==> src/rtl/audio_ser_tx.sv <==
// Serial audio transmitter: left-justified 3-wire link (SCLK, LRCLK, SDout).
// Takes one left/right sample pair per frame through a one-entry holding
// register and shifts it out MSB-first. Data changes on SCLK falling edges
// and is sampled by the codec on rising edges. Bit and word clocks are
// derived from clk.
module audio_ser_tx #(
    parameter int DATA_W   = 16,  // bits per channel sample (>= 2)
    parameter int SCLK_DIV = 4    // clk cycles per SCLK half-period (>= 2)
) (
    input  logic              clk,
    input  logic              CLRN,
    input  logic [DATA_W-1:0] lft_in,
    input  logic [DATA_W-1:0] rht_in,
    input  logic              vld_in,
    output logic              rdy_out,
    output logic              SCLK,
    output logic              LRCLK,
    output logic              SDout,
    output logic              underrun
);

    localparam int FRAME_BITS = 2 * DATA_W;
    localparam int DIV_W      = (SCLK_DIV > 1) ? $clog2(SCLK_DIV) : 1;
    localparam int BIT_W      = $clog2(FRAME_BITS);

    localparam logic [DIV_W-1:0] DIV_LAST  = DIV_W'(SCLK_DIV - 1);
    localparam logic [BIT_W-1:0] BIT_LAST  = BIT_W'(FRAME_BITS - 1);
    localparam logic [BIT_W-1:0] BIT_RIGHT = BIT_W'(DATA_W);

    // Clock generation state
    logic [DIV_W-1:0]      div_cnt;
    logic                  sclk_q;
    logic [BIT_W-1:0]      bit_cnt;
    logic                  lrclk_q;

    // Data path state
    logic [FRAME_BITS-1:0] shreg;
    logic [DATA_W-1:0]     hold_l;
    logic [DATA_W-1:0]     hold_r;
    logic                  hold_full;
    logic                  underrun_q;

    // Per-cycle events
    logic                  tick;
    logic                  fall;
    logic                  frame_start;
    logic                  capture;
    logic [BIT_W-1:0]      bit_nxt;

    // Decode divider wrap, SCLK fall, frame start and the next bit index.
    // NOTE: every always_comb output gets a default first so no path can
    // leave it unassigned and infer a latch.
    always_comb begin
        tick        = 1'b0;
        fall        = 1'b0;
        frame_start = 1'b0;
        capture     = 1'b0;
        bit_nxt     = '0;

        tick        = (div_cnt == DIV_LAST);
        fall        = tick & sclk_q;
        frame_start = fall & (bit_cnt == BIT_LAST);
        capture     = vld_in & ~hold_full;
        bit_nxt     = frame_start ? '0 : bit_cnt + 1'b1;
    end

    // Divider: wrap every SCLK_DIV clocks and toggle SCLK on the wrap.
    // NOTE: state registers use non-blocking assignments so every flop
    // samples pre-edge values regardless of block ordering.
    always_ff @(posedge clk) begin
        if (!CLRN) begin
            div_cnt <= '0;
            sclk_q  <= 1'b1;
        end else if (tick) begin
            div_cnt <= '0;
            sclk_q  <= ~sclk_q;
        end else begin
            div_cnt <= div_cnt + 1'b1;
        end
    end

    // Bit counter and word select advance together on each SCLK fall.
    always_ff @(posedge clk) begin
        if (!CLRN) begin
            bit_cnt <= BIT_LAST;
            lrclk_q <= 1'b1;
        end else if (fall) begin
            bit_cnt <= bit_nxt;
            lrclk_q <= (bit_nxt >= BIT_RIGHT);
        end
    end

    // Shift register: load a whole frame at frame start, otherwise shift
    // one bit per fall. An empty holding register sends a silent frame.
    always_ff @(posedge clk) begin
        if (!CLRN) begin
            shreg <= '0;
        end else if (frame_start) begin
            shreg <= hold_full ? {hold_l, hold_r} : '0;
        end else if (fall) begin
            shreg <= {shreg[FRAME_BITS-2:0], 1'b0};
        end
    end

    // Underrun flag: a one-clk pulse coincident with the silent frame start.
    always_ff @(posedge clk) begin
        if (!CLRN) begin
            underrun_q <= 1'b0;
        end else begin
            underrun_q <= frame_start & ~hold_full;
        end
    end

    // Holding register: capture when empty, release on frame load. A capture
    // and a frame start in the same clk only happen when empty, so the
    // frame takes zeros and the new pair waits for the next frame.
    // NOTE: the data words are reset too, so an aborted frame can never
    // leak stale samples into the link after reset.
    always_ff @(posedge clk) begin
        if (!CLRN) begin
            hold_full <= 1'b0;
            hold_l    <= '0;
            hold_r    <= '0;
        end else if (capture) begin
            hold_full <= 1'b1;
            hold_l    <= lft_in;
            hold_r    <= rht_in;
        end else if (frame_start) begin
            hold_full <= 1'b0;
        end
    end

    assign rdy_out  = ~hold_full;
    assign SCLK     = sclk_q;
    assign LRCLK    = lrclk_q;
    assign SDout    = shreg[FRAME_BITS-1];
    assign underrun = underrun_q;

endmodule

==> config.mk <==
export PLATFORM = sky130hd
export DESIGN_NAME = audio_ser_tx
export DESIGN_NICKNAME = d
export VERILOG_FILES = /design/src/rtl/audio_ser_tx.sv
export SDC_FILE = /design/constraint.sdc
export NUM_CORES = 1
export LEC_CHECK = 0
export CAP_MARGIN = 25
export CORE_UTILIZATION = 55
export CTS_BUF_LIST = sky130_fd_sc_hd__clkbuf_16
export DETAILED_ROUTE_END_ITERATION = 10
export PLACE_DENSITY = 0.77
export SYNTH_ARGS = -nofsm -noshare
export SYNTH_HDL_FRONTEND = slang
export SYNTH_SLANG_ARGS = --single-unit
==> constraint.sdc <==
create_clock -name clk -period 2.3 [get_ports clk]
set_input_delay 0.23 -clock clk [delete_from_list [all_inputs] [get_ports clk]]
set_output_delay 0.23 -clock clk [all_outputs]
set_load 0.01 [all_outputs]
==> summary.txt, run 1 <==
Run status
  – Status: finished clean

Final layout
  – Share of cells above drive strength 1: 17.2%
  – Final nets: 400
  – Area growth, synth to finish: 18.7%
  – # diodes: 0

Route
  – Starting DRT DRC Count: 185
  – Post-route ant nets: 0
  – Vias per cell: 5.70
  – Drt drc: 0
  – Drt first pass iters: 5
  – Vias post-DR: 2502
  – Routed len/inst: 14.9 µm
  – Detailed Route WL: 6.53 mm

Worst setup path
  – Crit Path Class: register to register
  – Reg-to-reg critical path endpoint: shreg[31]
  – Critical path peak fanout: 20
  – Setup crit end kind: register
  – Critical Path Source Type: register
  – Critical Path Source: bit_cnt[0]
  – Worst Reg-to-Reg Cells: 7
  – Slowest stage delay, CP: 0.35 ns
  – Worst R2R Setup Slack: 0.28 ns
  – CP arrival: 2.23 ns
  – Crit path cell chain: ha_1, and3_1, ha_1, and2_2, buf_4, a221oi_1, nor2_1
  – Reg2Reg Launch Point: bit_cnt[0]
  – CP max-delay cell: dfxtp_1
  – Critical Path RT: 2.51 ns
  – Cell repeated most along the worst path: ha_1

Hold path
  – Hold Path Stages: 2
  – Worst Min Path Start: CLRN
  – Worst hold endpoint: bit_cnt[3]
  – Min-Delay Path Class: input pin to register

Yosys
  – Ranking of synthesized cells by area: dfxtp_1 46%, a221oi_2 14%, nand2_1 8.0%, a21boi_0 5.2%, o21ai_0 5.0%
  – Post-Synth Adder-Cell Area: 1.18%
  – Async SR Flop Fraction: 0%
  – Mapped cell area: 3190 µm²
  – Warnings from Yosys: 0
  – Dominant cell type by area after synthesis: dfxtp_1
  – Post-Syn Nets: 369
  – Unique masters post-synth: 31
  – Yosys reg bits: 74
  – Syn Inst Count: 331
  – Post-synth EDFFs: 0
  – Sequential-to-total area share from yosys stat: 46.4%
  – Synth top area share: 46.4%
  – Simple-Gate Fraction of Synth Area: 15.2%
  – Post-synthesis mux area share: 0%
  – Synth Area in Compound Gates: 28.9%
  – Most common cell in the netlist: dfxtp_1
  – Post-synth top flop: dfxtp_1
  – Most frequent cells after synthesis: 74 x dfxtp_1, 68 x nand2_1, 34 x nor2_1
  – Main combinational cell family by area after synthesis: compound AO/OA/AOI/OAI gates
  – Xor/xnor share of the synthesized area: 0%
  – Syn avg cell area: 9.64 µm²

Floorplan
  – Die X: 78.2 µm
  – Full die area: 6110 µm²
  – Die height: 78.2 µm
  – Initial Utilization: 57.6%
  – Core area: 5540 µm²
  – Row count: 27
  – Ports: 40

Clock network
  – Clock sinks: 74
  – Post-CTS sizing: 0
  – Cts hold-fix bufs: 0
  – H-tree depth: 3
  – TritonCTS Buffers: 9
  – Post-CTS Repair Setup Buffers: 0
  – CTS tree: done
  – Root Buffer: clkbuf_16
  – Clock-pin slew of the registers on the worst-case setup and hold paths: 0.06 ns
  – Clk buf depth: 2
  – Worst-skew pair later-pin latency: 0.33 ns

Run
  – Maxcap violations: 0

GRT
  – GRT overflow: 0
  – Pin count of the biggest net entering global routing: 39
  – Vias in the first global route: 2389
  – Total track usage: 23.2%
  – First-pass GRT wire length: 11.1 mm
  – Initial antenna violation count: 0

Placement
  – I/O Buffers: 39
  – GPL Wtd Cong: 0.693
  – DP HPWL: 3.83 mm

Power
  – Pleak: 1.58 nW
  – Pwr Density: 858 nW/µm²
  – Max VDD drop: 0.000648 V

Timing
  – Fin. Hold Viols: 0
  – Final clock skew: 0.00543 ns
  – RSZ-0062 raised after global routing: false
  – Worst-Margin Slew: 0.572 ns
  – TNS Setup: 0 ns
  – Tcrit/Tclk final: 87.9%
  – Slew headroom: 61.9%
  – Setup-failing EPs final: 0
  – WHS: 0.372 ns
  – Max Clk Rate: 0.495 GHz
  – Tmin final: 2.02 ns
  – Slew Limit Fails: 0
==> metrics by stage <==
step / instance area (µm²) / instances / utilization (%) / total power, mW / worst slack [ns]
2_1_floorplan: 3190 / 331 / - / 1.84 / 0.570
3_3_place_gp: 3500 / 423 / 63.2 / 1.92 / 0.465
3_5_place_dp: 3500 / 423 / 63.2 / 1.93 / 0.367
4_1_cts: 3790 / 439 / 68.4 / 3.28 / 0.279
5_1_grt: 3790 / 439 / 68.4 / 3.39 / 0.151
6_report: 3790 / 439 / 68.4 / 3.25 / 0.278
==> logic make-up (layout without fill, tap and decap cells) <==
family	count (synthesis)	after routing
adders and majority gates	3	3
AOI/OAI and AO/OA	105	105
buffers and inverters	32	68
and+or+nand+nor	117	117
DFF	74	74
==> worst max-delay path, delay by kind of cell (launching register included) <==
kind	cells	cell delay [ns]
adders and majority gates	2	0.51
AOI/OAI and AO/OA	1	0.28
buffers and inverters	1	0.24
DFF	1	0.35
and+or+nand+nor	3	0.53
==> metal layers <==
metal	vias up	wire length (µm)	global-route usage, %
met3	14	303	5.81
li1	1224	-	-
met1	1196	3030	30.0
met4	0	104	9.81
met5	-	0	0
met2	68	3090	36.8
==> layout by cell type, fill, tap and decap left out <==
cell and count:
and3_1 1, a21boi_0 22, inv_1 4, nor2b_1 1, nand2_2 2, clkinv_2 4, o21ai_1 3, nand3_1 3
o211ai_1 1, and3b_2 1, a221oi_1 2, clkinvlp_4 1, a21oi_1 2, buf_2 1, nor2b_2 1, and2_2 1
nand2_1 68, clkbuf_16 9, a21boi_2 1, a31oi_1 1, dfxtp_1 74, a221oi_2 29, ha_1 3, nor3b_1 2
nand3_2 1, nand2b_1 1, o311ai_1 2, buf_4 9, buf_12 1, a21boi_1 10, and2_4 1, bufinv_16 1
o21ai_0 32, nor2_1 34, clkdlybuf4s50_1 38
==> state kept, by name, indices dropped and copies added, names as in the netlist <==
signal     flops
underrun       1
div_cnt        2
shreg         32
hold_r        16
bit_cnt        5
hold_l        16
SCLK           1
hold_full      1
==> how the worst max path moves through the flow <==
stage / endpoint / slack (ns)
after floorplan: shreg[22] / 0.57
after global placement: shreg[31] / 0.47
after detailed placement: shreg[31] / 0.37
after CTS: shreg[31] / 0.28
after global routing: shreg[31] / 0.15
final: shreg[31] / 0.28
==> power by group <==
group | switching, mW | internal (mW) | total (mW)
clock network | 0.512 | 0.827 | 1.34
registers | 0.0659 | 1.37 | 1.44
logic | 0.285 | 0.191 | 0.477
total | 0.863 | 2.39 | 3.25
==> cell type report <==
cell class	count	area, µm²
fill	439	1750
sequential	74	1480
multi-input combinational	225	1450
timing repair buffer	49	473
clock buffer	9	225
tap	72	90.1
clock inverter	7	61.3
inverter	3	11.3
(Power assumes the default switching activity.)
==> inputs of run 2 (changes only) <==
- PLACE_DENSITY: 0.77 -> default
- PLACE_DENSITY_LB_ADDON: default -> 0.05
==> summary.txt, run 2 (synthesized netlist as in run 1, its figures left out) <==
Worst setup path
  – Crit Path Class: register to register
  – Critical Path Source Type: register
  – Setup crit end kind: register
  – Worst R2R Setup Slack: 0.38 ns (+0.11 ns)
  – Reg2Reg Launch Point: bit_cnt[0]
  – Critical Path Source: bit_cnt[0]
  – Critical Path RT: 2.51 ns (about the same)
  – Reg-to-reg critical path endpoint: shreg[12]
  – Worst Reg-to-Reg Cells: 7 (unchanged)
  – Critical path peak fanout: 21 (+5.0%)
  – CP arrival: 2.12 ns (-0.11 ns)

Final layout
  – Design Area, Final: 3770 µm² (-0.63%)
  – Fin util: 68.0% (-0.43 points)
  – Most frequent cells in the layout: 74 x dfxtp_1, 68 x nand2_1, 38 x clkdlybuf4s50_1
  – Final nets: 401 (+0.25%)
  – Reg with most FFs: shreg
  – Max reg flops: 32 (unchanged)
  – Commonest non-fill, non-tap cell in the layout: dfxtp_1
  – # diodes: 0 (unchanged)
  – Top Registers: shreg x32, hold_l x16, hold_r x16
  – Area growth, synth to finish: 18.0%
  – Fillers: 453 (+3.2%)
  – Share of cells above drive strength 1: 16.6% (-0.59 points)

Hold path
  – Min-Delay Path Class: input pin to register
  – Worst hold endpoint: bit_cnt[1]
  – Worst Min Path Start: CLRN
  – Hold Path Stages: 2 (unchanged)

Timing
  – Tmin final: 1.92 ns (-0.107 ns)
  – Tcrit/Tclk final: 83.3% (-4.6 points)
  – RSZ-0062 raised after global routing: false
  – Worst-Margin Slew: 0.673 ns (+0.101 ns)
  – TNS Setup: 0 ns (unchanged)
  – Max Clk Rate: 0.522 GHz (+5.6%)
  – Setup-failing EPs final: 0 (unchanged)
  – Slew headroom: 55.0% (-6.9 points)
  – Fin. Hold Viols: 0 (unchanged)
  – Final clock skew: 0.00500 ns (-0.000436 ns)
  – Slew Limit Fails: 0 (unchanged)

Route
  – Vias post-DR: 2400 (-4.1%)
  – Routed len/inst: 13.9 µm (-6.8%)
  – Detailed Route WL: 6.10 mm (-6.5%)
  – Post-route ant nets: 0 (unchanged)
  – Vias per cell: 5.45 (-4.3%)
  – Starting DRT DRC Count: 173 (-6.5%)
  – Drt first pass iters: 4 (-1)
  – Drt drc: 0 (unchanged)

Power
  – Max VDD drop: 0.000500 V (-23%)
  – Pleak: 1.58 nW (-0.32%)
  – Pwr Density: 823 nW/µm² (-4.1%)
  – Final Total Pwr: 3.10 mW (-4.7%)

Floorplan
  – Die X: 78.2 µm (unchanged)
  – Row count: 27 (unchanged)
  – Core area: 5540 µm² (unchanged)
  – Initial Utilization: 57.6% (unchanged)
  – Full die area: 6110 µm² (unchanged)
  – Ports: 40 (unchanged)
  – Die height: 78.2 µm (unchanged)

Clock network
  – TritonCTS Buffers: 9 (unchanged)
  – Clock sinks: 74 (unchanged)
  – Cts hold-fix bufs: 0 (unchanged)
  – Clk buf depth: 2 (unchanged)
  – Post-CTS sizing: 0 (unchanged)
  – Clock-pin slew of the registers on the worst-case setup and hold paths: 0.05 ns (about the same)
  – Root Buffer: clkbuf_16
  – H-tree depth: 3 (unchanged)
  – Worst-skew pair later-pin latency: 0.32 ns (about the same)
  – Post-CTS Repair Setup Buffers: 0 (unchanged)
  – CTS tree: done

Placement
  – I/O Buffers: 39 (unchanged)
  – Area after DPL: 3510 µm² (+0.21%)
  – DP HPWL: 3.72 mm (-2.8%)
  – GPL Wtd Cong: 0.726 (+4.8%)

GRT
  – Vias in the first global route: 2285 (-4.4%)
  – Initial antenna violation count: 0 (unchanged)
  – Total track usage: 21.7% (-1.6 points)
  – First-pass GRT wire length: 10.5 mm (-5.7%)
  – GRT overflow: 0 (unchanged)
  – Pin count of the biggest net entering global routing: 37 (-5.1%)

Run status
  – Status: finished clean

Run
  – Maxcap violations: 0 (unchanged)
## run 2: changes by cell type in the layout (fill, tap and decap cells not counted)
cell	before	now
buf_4	9	10
bufinv_16	1	0
clkinvlp_4	1	0
clkinv_1	0	1
clkinv_2	4	3
inv_1	4	6
## run 2: layer usage
metal	wire length, µm	part of all wire [%]	vias up	global-route usage [%]
met4	57	0.93	0	10.4
met2	2850	47	48	35.0
li1	-	-	1227	-
met1	2940	48	1118	28.1
met3	258	4.2	7	3.72
met5	0	0	-	0
## run 2: cell type report
class	instances	area, µm²	area share [%]
Clock inverter	7	30.0	0.797
Tap cell	72	90.1	2.39
Clock buffer	9	225	5.98
Multi-Input combinational cell	225	1450	38.4
Inverter	3	11.3	0.299
Sequential cell	74	1480	39.3
Timing Repair Buffer	50	480	12.8
## run 2: report_power, final
group	switching, mW	internal (mW)
clock	0.479	0.707
sequential	0.0613	1.37
combinational	0.283	0.199
## run 2: critical path: stages (launching register included)
cell	delay, ns
dfxtp_1	0.34
ha_1	0.24
and3_1	0.19
ha_1	0.23
and2_2	0.21
buf_4	0.24
a221oi_2	0.27
nor2_1	0.07
## run 2: worst max-delay path by stage
stage | end | slack [ns] | cells past startpoint
finish | shreg[12] | 0.38 | 7
global route | shreg[18] | 0.28 | 7
detailed placement | shreg[31] | 0.41 | 7
global placement | shreg[31] | 0.44 | 7
floorplan | shreg[22] | 0.57 | 8
CTS | shreg[31] | 0.39 | 7
## run 2: per-stage QoR
stage	setup slack, ns	std cells	hold slack, ns
floorplan	0.570	331	0.365
global placement	0.440	424	0.415
detailed placement	0.410	424	0.415
CTS	0.391	440	0.344
global route	0.285	440	0.403
finish	0.385	440	0.350
